[src/rtl/ysyx_23060221_mem_arbiter.sv]
// Two-master, one-slave memory arbiter (IFU = master 0, LSU = master 1).
// One outstanding transaction, round-robin grant, response timeout with
// stale-beat discard so a late memory response cannot be handed to the
// wrong transaction.
`timescale 1ns/1ps
module ysyx_23060221_mem_arbiter #(
  parameter int unsigned TIMEOUT = 255
) (
  input  logic        clk,
  input  logic        rst,
  // master 0 (instruction fetch, read-only)
  input  logic        m0_req_valid,
  output logic        m0_req_ready,
  input  logic [31:0] m0_req_addr,
  output logic        m0_rsp_valid,
  input  logic        m0_rsp_ready,
  output logic [31:0] m0_rsp_rdata,
  output logic        m0_rsp_err,
  // master 1 (load/store)
  input  logic        m1_req_valid,
  output logic        m1_req_ready,
  input  logic [31:0] m1_req_addr,
  input  logic        m1_req_wen,
  input  logic [31:0] m1_req_wdata,
  input  logic [3:0]  m1_req_wmask,
  output logic        m1_rsp_valid,
  input  logic        m1_rsp_ready,
  output logic [31:0] m1_rsp_rdata,
  output logic        m1_rsp_err,
  // slave (memory)
  output logic        s_req_valid,
  input  logic        s_req_ready,
  output logic [31:0] s_req_addr,
  output logic        s_req_wen,
  output logic [31:0] s_req_wdata,
  output logic [3:0]  s_req_wmask,
  input  logic        s_rsp_valid,
  output logic        s_rsp_ready,
  input  logic [31:0] s_rsp_rdata,
  output logic        grant
);

  typedef enum logic [1:0] {StIdle, StReq, StRsp, StDone} state_e;

  state_e      state_q, state_d;
  logic        grant_q, grant_d;
  logic [31:0] addr_q, addr_d;
  logic        wen_q, wen_d;
  logic [31:0] wdata_q, wdata_d;
  logic [3:0]  wmask_q, wmask_d;
  logic [31:0] rdata_q, rdata_d;
  logic        err_q, err_d;
  logic        stale_q, stale_d;
  logic [31:0] cnt_q, cnt_d;

  logic        any_req;
  logic        sel;
  logic        rsp_taken;

  // Round-robin winner: a lone requester wins, a tie goes to the master
  // that was not granted last.
  always_comb begin
    any_req = m0_req_valid | m1_req_valid;
    if (m0_req_valid && m1_req_valid) begin
      sel = ~grant_q;
    end else begin
      sel = m1_req_valid;
    end
    rsp_taken = grant_q ? m1_rsp_ready : m0_rsp_ready;
  end

  // Next-state, request capture, response capture and timeout handling.
  always_comb begin
    state_d      = state_q;
    grant_d      = grant_q;
    addr_d       = addr_q;
    wen_d        = wen_q;
    wdata_d      = wdata_q;
    wmask_d      = wmask_q;
    rdata_d      = rdata_q;
    err_d        = err_q;
    stale_d      = stale_q;
    cnt_d        = cnt_q;
    m0_req_ready = 1'b0;
    m1_req_ready = 1'b0;
    unique case (state_q)
      StIdle: begin
        if (any_req) begin
          m0_req_ready = ~sel;
          m1_req_ready = sel;
          grant_d      = sel;
          if (sel) begin
            addr_d  = m1_req_addr;
            wen_d   = m1_req_wen;
            wdata_d = m1_req_wdata;
            wmask_d = m1_req_wmask;
          end else begin
            addr_d  = m0_req_addr;
            wen_d   = 1'b0;
            wdata_d = 32'h0;
            wmask_d = 4'h0;
          end
          state_d = StReq;
        end
      end
      StReq: begin
        if (s_req_ready) begin
          cnt_d   = 32'h0;
          state_d = StRsp;
        end
      end
      StRsp: begin
        cnt_d = cnt_q + 32'd1;
        if (s_rsp_valid && !stale_q) begin
          rdata_d = wen_q ? 32'h0 : s_rsp_rdata;
          err_d   = 1'b0;
          state_d = StDone;
        end else begin
          // A beat while stale belongs to an earlier timed-out request.
          if (s_rsp_valid) begin
            stale_d = 1'b0;
          end
          if ((TIMEOUT != 0) && (cnt_d == TIMEOUT)) begin
            rdata_d = 32'h0;
            err_d   = 1'b1;
            stale_d = 1'b1;
            state_d = StDone;
          end
        end
      end
      StDone: begin
        if (rsp_taken) begin
          state_d = StIdle;
        end
      end
      default: state_d = StIdle;
    endcase
  end

  // State register with asynchronous active-low reset.
  always_ff @(posedge clk or negedge rst) begin
    if (!rst) begin
      state_q <= StIdle;
      grant_q <= 1'b1;
      addr_q  <= 32'h0;
      wen_q   <= 1'b0;
      wdata_q <= 32'h0;
      wmask_q <= 4'h0;
      rdata_q <= 32'h0;
      err_q   <= 1'b0;
      stale_q <= 1'b0;
      cnt_q   <= 32'h0;
    end else begin
      state_q <= state_d;
      grant_q <= grant_d;
      addr_q  <= addr_d;
      wen_q   <= wen_d;
      wdata_q <= wdata_d;
      wmask_q <= wmask_d;
      rdata_q <= rdata_d;
      err_q   <= err_d;
      stale_q <= stale_d;
      cnt_q   <= cnt_d;
    end
  end

  // Registered outputs decoded from state; response fields shared by both masters.
  always_comb begin
    s_req_valid  = (state_q == StReq);
    s_rsp_ready  = (state_q == StRsp);
    s_req_addr   = addr_q;
    s_req_wen    = wen_q;
    s_req_wdata  = wdata_q;
    s_req_wmask  = wmask_q;
    m0_rsp_valid = (state_q == StDone) && !grant_q;
    m1_rsp_valid = (state_q == StDone) && grant_q;
    m0_rsp_rdata = rdata_q;
    m1_rsp_rdata = rdata_q;
    m0_rsp_err   = err_q;
    m1_rsp_err   = err_q;
    grant        = grant_q;
  end

endmodule
[config.mk]
export PLATFORM = sky130hd
export DESIGN_NAME = ysyx_23060221_mem_arbiter
export DESIGN_NICKNAME = d
export VERILOG_FILES = /design/src/rtl/ysyx_23060221_mem_arbiter.sv
export SDC_FILE = /design/constraint.sdc
export NUM_CORES = 1
export LEC_CHECK = 0
export CORE_MARGIN = 1
export CORE_UTILIZATION = 35
export CTS_CLUSTER_SIZE = 8
export DETAILED_ROUTE_END_ITERATION = 6
export PLACE_DENSITY = 0.74
export REMOVE_ABC_BUFFERS = 1
export SLEW_MARGIN = 30
export SYNTH_ARGS = -nofsm -noshare
export SYNTH_HDL_FRONTEND = slang
export SYNTH_SLANG_ARGS = --single-unit
export TNS_END_PERCENT = 1
[constraint.sdc]
create_clock -name clk -period 3.8 [get_ports clk]
set_input_delay 0.76 -clock clk [delete_from_list [all_inputs] [get_ports clk]]
set_output_delay 0.76 -clock clk [all_outputs]
set_load 0.01 [all_outputs]
==> summary.txt, run 1 <==
Status
  • Status: complete, no violations

Flow run
  • Max Cap Viol: 0

Cells and area
  • Share of layout cells above drive strength 1: 0.104
  • Commonest non-fill, non-tap cells in the layout: clkdlybuf4s50_1 (281), dfrtp_1 (137), nand2_1 (85), a21oi_1 (49), inv_1 (45)
  • Area of the multi-input gates: 3300 sq um
  • Area Growth Syn to Fin: 46.6%
  • Fillers: approximately 1900
  • Reg area: about 3500 sq um
  • Antenna cells: 0
  • Commonest non-fill, non-tap cell in the layout: clkdlybuf4s50_1
  • Final Util: 0.530
  • Design area: 10900 sq um
  • Final cell count without fillers: 1291
  • Nets@finish: between 1000 and 1500

Critical path
  • Startpoint types: flop
  • CP delay by family, top: simple AND/OR/NAND/NOR gates
  • Crit path cell chain: nand3_2 > or4_1 > nor4_2 > xnor2_1 > o2111ai_1 > or4_4 > nor2_8 > buf_4 > o21ai_2
  • Critical Path Fanout Max: 12
  • Worst path max stage delay: 0.64 ns
  • Data required, critical path: 4.11 ns
  • Critical Path AT: ~3.8 ns
  • CP max-delay cell: or4_1
  • Setup crit end kind: flop
  • WP buf/inv: 1
  • Kind of critical path: flop to flop

Timing
  • Slew Viols, Final: 0
  • Final Hold Fails: 0
  • Slew margin rel.: 0.449
  • Actual slew at the worst max-slew pin: roughly 0.83 ns
  • Clk_skew: 0.0126 ns
  • Minimum clock period: 3.45 ns
  • Final Cycle Share: 0.909
  • # setup viols final: 0
  • RSZ-0062 raised after global routing: false
  • Fmax: 0.290 GHz

Global route
  • Routing usage on met3: 0.0451
  • Met1 Usage GRT: 0.265
  • Initial antenna violation count: 0
  • GR Util met2: 0.365
  • Largest net degree at the start of global routing: 88
  • Gr ovfl total: 0
  • Global-route wire length before repair: 36700 microns
  • Vias in the first global route: between 6000 and 7000
  • All-Layer GR Usage: 0.219
  • Grt peak-use layer: met2

Clock tree
  • Clock buffer depth: 2
  • Clock sink count: 138
  • CTS tree: built
  • CTS Buf Count: 17
  • Root buffer cell: clkbuf_16
  • Reg clk slew, reported paths: 0.07 ns
  • # hold bufs at CTS: 0
  • CTS H-tree lvls: 4
  • Clk Latency, worst-skew pair: 0.43 ns

Floorplan
  • Die W: 148 microns
  • Cell Rows: 52
  • Initial Util: 0.362
  • Core ar.: 20500 sq um
  • Die area: between 20000 and 25000 sq um
  • IO Count: 283
  • Die Y-Extent: 148 microns

Drt
  • Routed wire per std cell: between 15 and 20 microns
  • Drt via density: 5.38
  • Total number of vias: 6940
  • Routed Antenna Nets: 0
  • Initial DRC count: between 500 and 600
  • Remaining DRCs: 0
  • WL final: roughly 24000 microns
  • Drt first pass iters: 5

Power
  • Switching Fraction: 0.372
  • Cell-internal power: roughly 4800 uW
  • NetSw: ~2800 uW
  • P_leak: 0.00456 uW
  • Combinational Power Share: 0.472
  • Sequential power share: 0.308
  • Power per cell area: ~700 nW/um^2
  • Clock power frac: 0.221
  • Peak VDD IR: between 0.2 and 0.3 mV

Placement
  • GP Congestion: between 0.9 and 1
  • Hpwl dp: 17600 microns
  • Cell total after placement: 1259
  • Port buffer count: 282
  • Post-DP Area: 10300 sq um

Yosys
  • Yosys reg bits: about 140
  • Yosys warning count: 0
  • Mapped Avg Cell Area: 9.54 sq um
  • FFs w/ async S/R, synth: 1.00
  • Syn Std Cell Area: 7410 sq um
  • Mapped Cells: about 800
  • Seq/Total Area, Yosys: 0.466
  • EDFF count, synth: 0
  • Primary FF master, synth: dfrtp_1
  • Netlist cell types: 63

Min path
  • HP Class: input port to async pin
-- logic make-up after synthesis --
logic type | share of synthesized area
muxes | 0.00473
buffers and inverters | 0.0932
AOI/OAI and AO/OA | 0.233
adders and majority gates | 0.0101
xor gates and xnor gates | 0.0118
and+or+nand+nor | 0.181
DFF | 0.466
-- worst reg2reg max path, delay by kind of cell (launching register included) --
kind            cells  cell delay (ns)
compound gates      2             0.22
xor+xnor            1             0.19
buf+inv             1             0.25
flops               1             0.53
simple gates        5             2.16
-- layer usage --
| metal | part of all wire | vias up | wire length (microns) |
|---|---|---|---|
| met4 | 0.043 | 0 | 1030 |
| met3 | 0.056 | 51 | 1340 |
| met5 | 0 | - | 0 |
| li1 | - | 3251 | - |
| met2 | 0.49 | 278 | 11700 |
| met1 | 0.42 | 3360 | 10100 |
-- flip-flops by register name (all words and copies together), names as in the netlist --
name,count
grant,1
m0_rsp_err,1
s_req_wen,1
m0_rsp_rdata,32
stale_q,1
s_req_wmask,4
s_req_addr,32
cnt_q,32
state_q,2
s_req_wdata,32
-- through the flow --
stage | setup slack (ns) | total power [uW] | hold slack, ns | setup TNS, ns
CTS | 0.311 | 7660 | 0.437 | 0
global route | 0.134 | 8040 | 0.452 | 0
floorplan | -0.363 | 3990 | 0.464 | -13.41
global placement | 0.423 | 5890 | 0.483 | 0
finish | 0.347 | 7600 | 0.401 | 0
detailed placement | 0.327 | 5950 | 0.481 | 0
-- worst paths after layout --
check                                     start               end  slack, ns  cells after the start
worst max-delay path                  cnt_q[12]  m0_rsp_rdata[11]       0.35                      9
min in group clk                s_req_wdata[22]   s_req_wdata[22]       0.50                      1
worst max register to register        cnt_q[12]  m0_rsp_rdata[11]       0.35                      9
worst min-delay path                        rst  m0_rsp_rdata[29]       0.40                      1
worst min register to register  s_req_wdata[22]   s_req_wdata[22]       0.50                      1
max in group asynchronous                   rst         cnt_q[28]       2.65                      2
-- synth_stat cells (2+ instances only) --
master	count	share of area
or4_1	3	0.0030
nand3_1	19	0.013
o31a_1	3	0.0035
nor4b_1	2	0.0024
or3_1	5	0.0042
clkbuf_1	49	0.025
o22ai_1	6	0.0051
nor3_1	4	0.0027
buf_2	3	0.0020
buf_12	3	0.0081
o21ai_0	42	0.028
buf_4	35	0.035
a31o_2	2	0.0024
nand4_4	2	0.0057
nor2b_1	34	0.029
xor2_1	2	0.0024
mux2i_1	2	0.0027
o21ai_2	30	0.035
inv_1	45	0.023
o2111ai_1	3	0.0035
o31ai_1	9	0.0091
nor3b_1	2	0.0020
and4_1	3	0.0035
a21o_1	5	0.0051
a222oi_1	32	0.043
a22o_1	38	0.045
nand2b_1	9	0.0076
xnor2_1	8	0.0095
a21oi_1	51	0.034
nor4_1	6	0.0051
nand4b_1	2	0.0024
nor4_2	2	0.0034
a31oi_1	5	0.0042
nand4_1	17	0.014
ha_1	6	0.010
nand2_1	85	0.043
o21ai_1	2	0.0014
and2_1	7	0.0059
o41ai_1	2	0.0024
and3_1	7	0.0059
nor2_1	27	0.014
dfrtp_1	137	0.46
-- power groups by stage --
stage | clock network, uW | logic [uW] | registers (uW)
finish | 1680 | 3590 | 2340
global route | 1780 | 3850 | 2400
CTS | 1710 | 3620 | 2340
detailed placement | 0 | 3590 | 2360
global placement | 0 | 3550 | 2340
floorplan | 0 | 1420 | 2570
-- repair_timing --
item / CTS / global route
gates resized for setup: 0 / 1
setup buffers: 0 / 0
endpoints found under the setup margin: 0 / 9
-- layout make-up --
class | count | area share
Clock inverter | 15 | 0.0162
Timing Repair Buffer | 302 | 0.276
Tap cell | 270 | 0.0311
Inverter | 45 | 0.0155
Clock buffer | 17 | 0.0392
Multi-Input combinational cell | 504 | 0.304
Sequential cell | 138 | 0.318
(Power assumes the default switching activity.)
==> run 2: changes to the inputs <==
==> constraint.sdc (replaced) <==
create_clock -name clk -period 3.85 [get_ports clk]
set_input_delay 0.77 -clock clk [delete_from_list [all_inputs] [get_ports clk]]
set_output_delay 0.77 -clock clk [all_outputs]
set_load 0.01 [all_outputs]
==> run 2 against run 1 <==
Against the previous run: final cell count decreased by 0.46%; non-clock buffer count decreased by 5; clock power decreased by 4%; critical path type unchanged; critical endpoint is now m0_rsp_rdata[1].
==> summary.txt, run 2 (same netlist as run 1, synthesis figures left out) <==
Cells and area
  • Area Growth Syn to Fin: 45.9% (was 46.6%)
  • Final Util: 0.528 (was 0.530)
  • Commonest non-fill, non-tap cells in the layout: clkdlybuf4s50_1 (281), dfrtp_1 (137), nand2_1 (85), a21oi_1 (49), inv_1 (45) (unchanged)
  • Antenna cells: 0 (unchanged)
  • Share of layout cells above drive strength 1: 0.0975 (was 0.104)
  • Nets@finish: 1150 (was 1155)
  • Commonest non-fill, non-tap cell in the layout: clkdlybuf4s50_1 (unchanged)

Timing
  • Slew Viols, Final: 0 (unchanged)
  • Hold Slack: 0.272 ns (was 0.401 ns)
  • Slew margin rel.: 0.489 (was 0.449)
  • Final worst slack: 0.263 ns (was 0.347 ns)
  • Setup_tns: 0 ns (unchanged)
  • RSZ-0062 raised after global routing: false (unchanged)
  • Actual slew at the worst max-slew pin: 0.766 ns (was 0.826 ns)
  • # setup viols final: 0 (unchanged)
  • Clk_skew: 0.00912 ns (was 0.0126 ns)
  • Final Cycle Share: 0.932 (was 0.909)
  • Minimum clock period: 3.59 ns (was 3.45 ns)
  • Fmax: 0.279 GHz (was 0.290 GHz)
  • Final Hold Fails: 0 (unchanged)

Status
  • Status: complete, no violations (unchanged)

Drt
  • Routed Antenna Nets: 0 (unchanged)
  • Drt first pass iters: 6 (was 5)
  • WL final: 24400 microns (was 24100 microns)
  • Drt via density: 5.47 (was 5.38)
  • Initial DRC count: 640 (was 597)
  • Routed wire per std cell: 19.0 microns (was 18.7 microns)
  • Total number of vias: 7032 (was 6940)
  • Remaining DRCs: 0 (unchanged)

Floorplan
  • Cell Rows: 52 (unchanged)
  • Die area: 21800 sq um (unchanged)
  • Initial Util: 0.362 (unchanged)
  • Die W: 148 microns (unchanged)
  • IO Count: 283 (unchanged)
  • Core ar.: 20500 sq um (unchanged)
  • Die Y-Extent: 148 microns (unchanged)

Clock tree
  • Clk Latency, worst-skew pair: 0.42 ns (was 0.43 ns)
  • CTS H-tree lvls: 4 (unchanged)
  • Clock sink count: 138 (unchanged)
  • CTS tree: built (unchanged)
  • CTS Buf Count: 17 (unchanged)
  • Root buffer cell: clkbuf_16 (unchanged)
  • Reg clk slew, reported paths: 0.06 ns (was 0.07 ns)
  • # hold bufs at CTS: 0 (unchanged)
  • Clock buffer depth: 2 (unchanged)

Power
  • P_leak: 0.00452 uW (was 0.00456 uW)
  • Peak VDD IR: 0.333 mV (was 0.298 mV)
  • Final Power: 7460 uW (was 7600 uW)
  • Power per cell area: 690 nW/um^2 (was 700 nW/um^2)

Global route
  • Largest net degree at the start of global routing: 95 (was 88)
  • Gr ovfl total: 0 (unchanged)
  • All-Layer GR Usage: 0.224 (was 0.219)
  • Initial antenna violation count: 0 (unchanged)
  • Global-route wire length before repair: 37700 microns (was 36700 microns)
  • Vias in the first global route: 6644 (was 6485)

Critical path
  • Worst R2R Path Depth: 9 (unchanged)
  • Critical Path AT: 3.89 ns (was 3.76 ns)
  • Crit path cell chain: ha_1 > nand3_1 > or3_1 > o21ai_0 > o2111ai_1 > or4_4 > nor2_8 > buf_4 > o21ai_2 (was nand3_2 > or4_1 > nor4_2 > xnor2_1 > o2111ai_1 > or4_4 > nor2_8 > buf_4 > o21ai_2)
  • Data required, critical path: 4.16 ns (was 4.11 ns)
  • Kind of critical path: flop to flop (unchanged)
  • Startpoint types: flop (unchanged)
  • Setup crit end kind: flop (unchanged)
  • Critical Path Fanout Max: 12 (unchanged)
  • CP max-delay cell: or4_4 (was or4_1)
  • Worst path max stage delay: 0.60 ns (was 0.64 ns)

Placement
  • Port buffer count: 282 (unchanged)
  • Pre-CTS setup slack: 0.283 ns (was 0.327 ns)
  • GP Congestion: 0.931 (about the same)
  • Hpwl dp: 17500 microns (was 17600 microns)

Min path
  • HP Class: input port to async pin (unchanged)

Flow run
  • Max Cap Viol: 0 (unchanged)
## run 2: cell count changes in the layout (fill, tap and decap cells not counted), sizes merged
cell      previous run  this run
inv                 54        48
buf                 21        16
clkinvlp             1         4
bufinv               1         2
clkbuf              17        18
## run 2: routing by layer
layer  track usage  vias to the layer above  wire length [microns]  share of wire
met3        0.0460                       53                   1550          0.063
met5             0                        -                      0              0
met1         0.278                     3431                   9860           0.40
met2         0.370                      312                  12000           0.49
met4         0.110                        0                   1060          0.044
li1              -                     3236                      -              -
## run 2: path summary, 6_finish.rpt
path                                      start          endpoint  slack, ns
worst max-delay path                   cnt_q[0]   m0_rsp_rdata[1]       0.26
worst min-delay path                        rst  m0_rsp_rdata[26]       0.27
worst max register to register         cnt_q[0]   m0_rsp_rdata[1]       0.26
worst min register to register  s_req_wdata[22]   s_req_wdata[22]       0.49
max in group asynchronous                   rst             grant       2.69
min in group clk                s_req_wdata[22]   s_req_wdata[22]       0.49
## run 2: critical path: cells and delay by family (launching register included)
kind / cells / cell delay [ns]
AO/OA/AOI/OAI: 3 / 0.63
flip-flops: 1 / 0.49
buffers and inverters: 1 / 0.24
AND/OR/NAND/NOR: 4 / 1.68
adder cells (fa/ha/maj): 1 / 0.43
## run 2: layout make-up
| cell class | instances | area (sq um) |
|---|---|---|
| Clock buffer | 18 | 429 |
| Inverter | 45 | 169 |
| Timing Repair Buffer | 297 | 2970 |
| Fill cell | 1872 | 9680 |
| Multi-Input combinational cell | 504 | 3300 |
| Tap cell | 270 | 338 |
| Clock inverter | 13 | 144 |
| Sequential cell | 138 | 3450 |
## run 2: what timing repair did
action | in CTS | in global routing
resized for setup | 0 | 1
setup buffers | 0 | 0
setup endpoints to repair | 0 | 25
## run 2: stage by stage
| stage | area [sq um] | std cells |
|---|---|---|
| final | 10800 | 1285 |
| after global placement | 10200 | 1254 |
| after CTS | 10800 | 1285 |
| after detailed placement | 10200 | 1254 |
| after global routing | 10800 | 1285 |
| after floorplan | 6890 | 687 |
## run 2: report_power, final
group	internal [uW]	leakage [uW]	switching [uW]
Clock	954	0.000269	659
Combinational	1850	0.00253	1690
Sequential	1930	0.00172	380
Total	4740	0.00452	2730
==> run 3: changes to the inputs <==
--- a/config.mk
+++ b/config.mk
@@ -11,6 +11,7 @@
 export DETAILED_ROUTE_END_ITERATION = 6
 export PLACE_DENSITY = 0.74
 export REMOVE_ABC_BUFFERS = 1
+export SKIP_LAST_GASP = 1
 export SLEW_MARGIN = 30
 export SYNTH_ARGS = -nofsm -noshare
 export SYNTH_HDL_FRONTEND = slang
==> results of run 3 <==
No change in the layout: final DEF, timing and power equal those of run 2.
